$ cat src/rtl/base_reset_pkg.sv
// Shared types and helpers for the staggered reset sequencer.
// Provides the sequencer state encoding, the counter sizing function and
// the minimum synchroniser depth.
package base_reset_pkg;

    typedef enum logic [1:0] {
        ST_HOLD    = 2'd0,
        ST_RELEASE = 2'd1,
        ST_DONE    = 2'd2
    } seq_state_t;

    // Below two flops the deassertion edge is not safely synchronised.
    localparam int MIN_SYNC_STAGES = 2;

    // Width needed so one counter can reach the largest of the three timing values.
    function automatic int cnt_width(input int t1, input int t2, input int w);
        int m;
        m = t1;
        if (t2 > m) m = t2;
        if (w > m)  m = w;
        return $clog2(m + 1);
    endfunction

endpackage

$ cat src/rtl/base_reset_sync.sv
// Reset synchroniser: asserts rst_sync low asynchronously with reset_n and
// releases it after SYNC_STAGES rising edges with reset_n high.
// Depths below MIN_SYNC_STAGES are raised to that minimum.
module base_reset_sync
    import base_reset_pkg::*;
#(
    parameter int SYNC_STAGES = 2
) (
    input  logic clk,
    input  logic reset_n,
    output logic rst_sync
);

    localparam int DEPTH = (SYNC_STAGES < MIN_SYNC_STAGES) ? MIN_SYNC_STAGES : SYNC_STAGES;

    logic [DEPTH-1:0] sync_q;

    // Shift a one through the chain once reset_n is released; clear at once on assertion.
    always_ff @(posedge clk or negedge reset_n) begin
        if (!reset_n) begin
            sync_q <= '0;
        end else begin
            sync_q <= {sync_q[DEPTH-2:0], 1'b1};
        end
    end

    assign rst_sync = sync_q[DEPTH-1];

endmodule

$ cat src/rtl/base_reset_seq.sv
// Multi-channel staggered reset sequencer.
// All NCH reset outputs assert asynchronously with reset_n. After the
// synchronised release, they are held for T1 cycles, then released one by
// one every T2 cycles (bit 0 first); done rises one cycle after the last
// release. sw_req re-runs the whole sequence from the hold phase.
// Optional feature macro: BASE_RESET_SEQ_WDOG_EN enables a watchdog that
// re-runs the sequence when DONE lasts WDOG_CYCLES cycles without wdog_kick.
module base_reset_seq
    import base_reset_pkg::*;
#(
    parameter int NCH         = 4,
    parameter int T1          = 16,
    parameter int T2          = 4,
    parameter int SYNC_STAGES = 2,
    parameter int WDOG_CYCLES = 1024
) (
    input  logic           clk,
    input  logic           reset_n,
    input  logic           sw_req,
    output logic [NCH-1:0] reset_out,
    output logic           done,
    input  logic           wdog_kick,
    output logic           wdog_fired
);

    localparam int CW = cnt_width(T1, T2, WDOG_CYCLES);
    localparam int IW = $clog2(NCH + 1);

    localparam logic [CW-1:0]  T1_LAST  = CW'(T1 - 1);
    localparam logic [CW-1:0]  T2_LAST  = CW'(T2 - 1);
    localparam logic [IW-1:0]  IDX_LAST = IW'(NCH);
    localparam logic [NCH-1:0] CH0      = NCH'(1);

    seq_state_t    state;
    logic [CW-1:0] cnt;
    logic [IW-1:0] idx;
    logic          rst_sync;
    logic          wdog_hit;
    logic          restart;

    // Saturating increment so a counter never wraps back into a release window.
    function automatic logic [CW-1:0] sat_inc(input logic [CW-1:0] v);
        return (v == {CW{1'b1}}) ? v : v + CW'(1);
    endfunction

    base_reset_sync #(
        .SYNC_STAGES (SYNC_STAGES)
    ) u_sync (
        .clk      (clk),
        .reset_n  (reset_n),
        .rst_sync (rst_sync)
    );

`ifdef BASE_RESET_SEQ_WDOG_EN
    localparam logic [CW-1:0] WD_LAST = CW'(WDOG_CYCLES - 1);

    logic [CW-1:0] wcnt;

    // Timeout is due on the edge where the idle count would reach WDOG_CYCLES.
    assign wdog_hit = (state == ST_DONE) && !wdog_kick && (wcnt == WD_LAST);

    // Count unkicked cycles in DONE; cleared outside DONE (so on entry), on kick and on timeout.
    always_ff @(posedge clk or negedge reset_n) begin
        if (!reset_n) begin
            wcnt       <= '0;
            wdog_fired <= 1'b0;
        end else begin
            wdog_fired <= wdog_hit;
            if (state != ST_DONE || wdog_kick || wdog_hit) begin
                wcnt <= '0;
            end else begin
                wcnt <= sat_inc(wcnt);
            end
        end
    end
`else
    logic unused_kick;

    assign unused_kick = wdog_kick;
    assign wdog_hit    = 1'b0;
    assign wdog_fired  = 1'b0;
`endif

    // A watchdog timeout behaves exactly like a software request on that edge.
    assign restart = sw_req | wdog_hit;

    // Sequencer FSM: hold all channels, release them one per T2 period, then report done.
    always_ff @(posedge clk or negedge reset_n) begin
        if (!reset_n) begin
            state     <= ST_HOLD;
            cnt       <= '0;
            idx       <= '0;
            reset_out <= '1;
            done      <= 1'b0;
        end else if (restart) begin
            // Restart wins over any release due on this edge.
            state     <= ST_HOLD;
            cnt       <= '0;
            idx       <= '0;
            reset_out <= '1;
            done      <= 1'b0;
        end else begin
            case (state)
                ST_HOLD: begin
                    if (!rst_sync) begin
                        cnt <= '0;
                    end else if (cnt == T1_LAST) begin
                        reset_out <= reset_out & ~CH0;
                        idx       <= IW'(1);
                        cnt       <= '0;
                        state     <= ST_RELEASE;
                    end else begin
                        cnt <= sat_inc(cnt);
                    end
                end
                ST_RELEASE: begin
                    if (idx == IDX_LAST) begin
                        // Every channel has been released; report completion one edge later.
                        done  <= 1'b1;
                        cnt   <= '0;
                        state <= ST_DONE;
                    end else if (cnt == T2_LAST) begin
                        reset_out <= reset_out & ~(CH0 << idx);
                        idx       <= idx + IW'(1);
                        cnt       <= '0;
                    end else begin
                        cnt <= sat_inc(cnt);
                    end
                end
                ST_DONE: begin
                    done <= 1'b1;
                end
                default: begin
                    state     <= ST_HOLD;
                    cnt       <= '0;
                    idx       <= '0;
                    reset_out <= '1;
                    done      <= 1'b0;
                end
            endcase
        end
    end

endmodule

$ cat config.mk
export PLATFORM = sky130hd
export DESIGN_NAME = base_reset_seq
export DESIGN_NICKNAME = d
export VERILOG_FILES = /design/src/rtl/base_reset_pkg.sv /design/src/rtl/base_reset_sync.sv /design/src/rtl/base_reset_seq.sv
export SDC_FILE = /design/constraint.sdc
export NUM_CORES = 1
export LEC_CHECK = 0
export CORE_UTILIZATION = 31
export DETAILED_ROUTE_END_ITERATION = 12
export PLACE_DENSITY = 0.59
export SETUP_SLACK_MARGIN = 0.3
export SLEW_MARGIN = 0
export SYNTH_ARGS = -nofsm -noshare
export SYNTH_HDL_FRONTEND = slang
export SYNTH_SLANG_ARGS = --single-unit
$ cat constraint.sdc
create_clock -name clk -period 3 [get_ports clk]
set_input_delay 0.3 -clock clk [delete_from_list [all_inputs] [get_ports clk]]
set_output_delay 0.3 -clock clk [all_outputs]
set_load 0.1 [all_outputs]
Yosys cells after proc, flatten, opt, wreduce, memory -nomap -nowiden. Cells that the tools add are included.

Add/subtract/negate cells: 2. Equality and inequality tests: 13. Shift operators: 1. Multiplexer cells: 27. Bitwise operators: 2. Reductions and logical operators: 5.

Operators with widths (number): $mux 11 (6); $pmux 11 s3 (1); $mux 3 (5); $mux 4 (3); $ne 3x3->1 const B (4); $pmux 4 s3 (1); $add 11x1->11 const B (1); $eq 11x11->1 const B (1); $eq 11x2->1 const B (1); $eq 11x4->1 const B (1); $pmux 3 s3 (1); $mux 2 (4); $reduce_and 4->1 (2); $pmux 2 s3 (1); $reduce_and 5->1 (1); $and 4x4->4 (1); $mux 1 (4); $ne 2x2->1 const B (2); $not 4->4 (1); $shl 1x3->4 const A (1); $add 3x1->3 const B (1); $eq 3x3->1 const B (1); $ne 3x2->1 const B (1); $pmux 1 s3 (1); 4 further kinds (4).

Bits in registers: 23. Input port bits: 4. Output and inout bits: 6. Word-level logic and storage cells: 57.

Depth between registers and ports, before layout.
Depth in word-level cells: 7. Gate-level depth with buffers: 9. Depth with buffers taken out: 7.

Hierarchy. From an unflattened synthesis, not the netlist that was laid out.

Cells, all modules: 164. Area total of the unflattened synthesis: 1521.5 um^2.

Modules (own cells, without submodules): base_reset_seq (times used 1, cells an instance 161, area each 1467.7 um^2, seq. area each 530.5 um^2); base_reset_sync (times used 1, cells an instance 3, area each 53.8 um^2, seq. area each 50.0 um^2).

Worst setup path before layout. No wires, ideal clock.

Path kind: reg-to-reg. From: register state[1]. To: register cnt[0]. Library setup time: 0.082 ns. Arrival time: 1.714 ns. Data required time: 2.918 ns. Path slack: 1.203 ns. Cell stages (with the launch flop): 9. Path buffers: 1. Period minus slack after synthesis: 1.797 ns. Cell sequence: dfrtp_1 -> inv_1 -> ha_1 -> a21boi_2 -> o2bb2ai_1 -> a31oi_2 -> buf_4 -> nand3b_1 -> a31oi_1.

Cells in the longest elaborated chain, start to end: 3. Elaborated cells between the ends (all ways): 6. Those cells by class: eq/ne: 3; mux: 2; reduce/logical: 1.

Ends and longest elaborated chain: from (decl) (RTL line base_reset_seq.sv:34) `seq_state_t state;`; from (signal assigned) (RTL line base_reset_seq.sv:90) `state <= ST_HOLD;`; from (signal assigned) (RTL line base_reset_seq.sv:97) `state <= ST_HOLD;`; from (signal assigned) (RTL line base_reset_seq.sv:111) `state <= ST_RELEASE;`; $eq 2x2->1, or another cell as far along (RTL line base_reset_seq.sv:103) `case (state)`; $pmux 11 s3 (RTL line base_reset_seq.sv:103); $mux 11 (RTL line base_reset_seq.sv:95) `end else if (restart) begin`; to (signal assigned) (RTL line base_reset_seq.sv:113) `cnt <= sat_inc(cnt);`; to (signal assigned) (RTL line base_reset_seq.sv:127) `cnt <= sat_inc(cnt);`; to (decl) (RTL line base_reset_seq.sv:35) `logic [CW-1:0] cnt;`.

Several ways; a longest one is shown, not always the timed one. A chain may end at the register's enable or synchronous reset.

Final worst setup path.
From: register state[1]. To: register cnt[2].

The elaborated chain is that of the path after synthesis.

==> summary.md <==
| Metric | Value |
|---|---|
| Status | finished clean |
| Hold Crit Start | u_sync.sync_q[0]$_DFF_PN0_ |
| Pre-CTS WS | 0.7164 ns |
| Maximum VDD drop | 0.0002054 V |
| Asr flop ratio synth | 100.0% |
| R2r setup slk | 0.68 ns |
| Worst hold stages | 0 |
| Initial antenna violation count | 0 |
| Row cnt | 24 |
| Slew of the pin with the lowest slew margin | 0.9987 ns |
| Synth Area per Inst | 8.864 um2 |
| Leakage | 0.6233 nW |
| I/O Buffers | 7 |
| Final Non-Filler Cells | 222 |
| Final ANT Viol Nets | 0 |
| Layout cell share with drive strength beyond 1 | 13.53% |
| Largest net degree at the start of global routing | 22 |
| Cells after Synth | 166 |
| Final HPWL DP | 2.151 mm |
| Period Utilization, post-route | 77.24% |
| Post-synth EDFFs | 0 |
| CTS tree | built |
| Overflow after GRT | 0 |
| Worst reg2reg endpoint | cnt[2]$_DFFE_PN0N_ |
| Die area | 5026 um2 |
| Pwr dens | 481.7 nW/um2 |
| Fin nets | 185 |
| Inserted Clock Buffers | 3 |
| Vias in the first global route | 1212 |
| CP Class | flip-flop to flip-flop |
| DRC | 0 |
| Synth Warn # | 0 |
| Most frequent cells in the layout | 19 x dfrtp_1, 18 x nand2_1, 13 x a21oi_1 |
| DR WL/cell | 13.74 um |
| CTS Sinks | 23 |
| Clock slew at reported path FFs | 0.08 ns |
| CP Launch Type | flip-flop |
| Hold Violations, Final | 0 |
| Crit path arrival time | 2.48 ns |
| Net switching power | 270.3 uW |
| Sw Ratio | 34.79% |
| CP required | 3.17 ns |
| Worst hold path type | flip-flop to flip-flop |
| Worst r2r src | state[1]$_DFFE_PN0P_ |
| Placed Cells | 218 |
| Worst Setup Slack, final | 0.6827 ns |
| Met3 usage | 3.561% |
| Diodes inserted | 0 |
| Internal power | 506.6 uW |
| Setup tns final | 0 ns |
| Hold Path Sink | u_sync.sync_q[1]$_DFF_PN0_ |
| Post-CTS setup buffer count | 0 |
| Die X | 70.90 um |
| Sequential area share after synthesis | 39.46% |
| Max Fanout on Critical Path | 8 |
| Post-Route WL | 3.050 mm |
| Vias after detailed routing | 1191 |
| Gpl congestion | 0.7755 |
| Final Setup Violations | 0 |
| RSZ-0062 raised after global routing | no |
| Max frequency | 431.5 MHz |
| Max-cap violations | 0 |
| Relative slew slack | 33.21% |
| Io pins | 10 |
| First-pass GRT wire length | 5.664 mm |
| DRT Pass-1 Iters | 6 |
| All-Layer GR Usage | 14.17% |
| Seq cells post-synth | 23 |
| CTS root buf | clkbuf_8 |
| Number of hold buffers added after cts | 0 |
| Via density per instance | 5.365 |
| Top_reg_cell synth | dfrtp_1 |
| Post-CTS sizing | 0 |
| Endpoint class of the critical path | flip-flop |
| Max clock buf depth | 2 |
| GRT Max-Usage Layer | met2 |
| Comb pwr share | 30.3% |
| H-tree levels | 1 |
| Final Max Slew Viols | 0 |
| Met2 GRT Util | 22.54% |
| GR Util met1 | 18.89% |
| Starting DRC count in detailed routing | 63 |
| Area Growth Syn to Fin | 9.609% |
| Layout Skew | 0.001867 ns |
| Clock power share | 25.0% |
| Synth Cell Area | 1471 um2 |
| Latest clock arrival within the worst-skew pair | 0.26 ns |
| Commonest non-fill, non-tap cell in the layout | dfrtp_1 |
| Starting Density | 33.11% |
| Sequential Power Share | 44.7% |
| Post-synthesis net count | 180 |
| Final min period | 2.317 ns |
| Core area | 4444 um2 |
| R2R depth | 8 |
| Die height | 70.90 um |
| Synth unique cells | 43 |
## state kept, by name (all words and copies together) (netlist names)
register       flops
cnt               11
done               1
idx                3
reset_out          4
state              2
u_sync.sync_q      2
## worst max-delay path by stage
stage | startpoint | depth (start not counted) | endpoint
after detailed placement | state[1]$_DFFE_PN0P_ | 8 | cnt[2]$_DFFE_PN0N_
final | state[1]$_DFFE_PN0P_ | 8 | cnt[2]$_DFFE_PN0N_
after CTS | state[1]$_DFFE_PN0P_ | 8 | cnt[2]$_DFFE_PN0N_
after floorplan | state[1]$_DFFE_PN0P_ | 8 | cnt[0]$_DFFE_PN0N_
after global placement | state[1]$_DFFE_PN0P_ | 8 | cnt[2]$_DFFE_PN0N_
after global routing | state[1]$_DFFE_PN0P_ | 8 | cnt[2]$_DFFE_PN0N_
## cell families after synthesis
group                    share of synthesized area (%)
AND/OR/NAND/NOR                                  26.19
buffers and inverters                            6.122
flip-flops                                       39.46
multiplexers                                     1.361
adder cells (fa/ha/maj)                          8.503
AO/OA/AOI/OAI                                    17.86
other                                           0.5104
## cell usage after synthesis (2+ instances only)
| library cell | count | area, um2 |
|---|---|---|
| a21oi_1 | 13 | 65.06 |
| a31oi_1 | 4 | 25.02 |
| and2_1 | 3 | 18.77 |
| and3_1 | 2 | 12.51 |
| buf_1 | 2 | 7.510 |
| buf_4 | 2 | 15.01 |
| clkbuf_1 | 3 | 11.26 |
| clkbuf_2 | 2 | 10.01 |
| conb_1 | 2 | 7.510 |
| dfrtp_1 | 19 | 475.5 |
| dfstp_2 | 4 | 105.1 |
| ha_1 | 10 | 125.1 |
| inv_1 | 11 | 41.29 |
| mux2i_1 | 2 | 20.02 |
| nand2_1 | 18 | 67.56 |
| nand3_1 | 9 | 45.04 |
| nand4_1 | 4 | 25.02 |
| nor2_1 | 11 | 41.29 |
| nor3_1 | 10 | 50.05 |
| nor3_2 | 2 | 20.02 |
| nor4_1 | 3 | 18.77 |
| o211ai_1 | 3 | 22.52 |
| o21ai_0 | 2 | 10.01 |
| o21ai_1 | 6 | 30.03 |
## layout make-up
type | count | area, um2
clock buffer | 4 | 45.04
fill | 454 | 2831
inverter | 11 | 41.29
multi-input combinational | 122 | 800.8
sequential | 23 | 580.6
tap | 52 | 65.06
timing repair buffer | 10 | 80.08
## power by group through the flow
| stage | logic (mW) | clock network (mW) | registers [mW] |
|---|---|---|---|
| floorplan | 0.159 | 0 | 0.378 |
| global placement | 0.233 | 0 | 0.353 |
| detailed placement | 0.235 | 0 | 0.354 |
| CTS | 0.236 | 0.201 | 0.348 |
| global route | 0.263 | 0.213 | 0.352 |
| finish | 0.235 | 0.194 | 0.348 |
## critical path: stages, from the launching register on
cell and delay, ns:
dfrtp_1 0.40, inv_1 0.10, ha_1 0.29, a21boi_2 0.37
o2bb2ai_1 0.12, a31oi_2 0.40, buf_4 0.23, o21ai_1 0.07
a211oi_1 0.24
## layer usage
| metal | vias to the layer above | share of wire (%) |
|---|---|---|
| li1 | 604 | - |
| met1 | 567 | 52 |
| met2 | 16 | 44 |
| met3 | 4 | 2.6 |
| met4 | 0 | 1.4 |
| met5 | - | 0 |
## metrics by stage
stage                     area [um2]  hold slack (ns)  power (mW)  util (%)
after floorplan                 1471         0.004409      0.5368         -
after global placement          1568           0.3337      0.5860     35.28
after detailed placement        1568           0.3365      0.5895     35.28
after CTS                       1613           0.3563      0.7853     36.29
after global routing            1613           0.3630      0.8282     36.29
final                           1613           0.3529      0.7769     36.29
No activity file was read; power rests on OpenSTA's default activity.
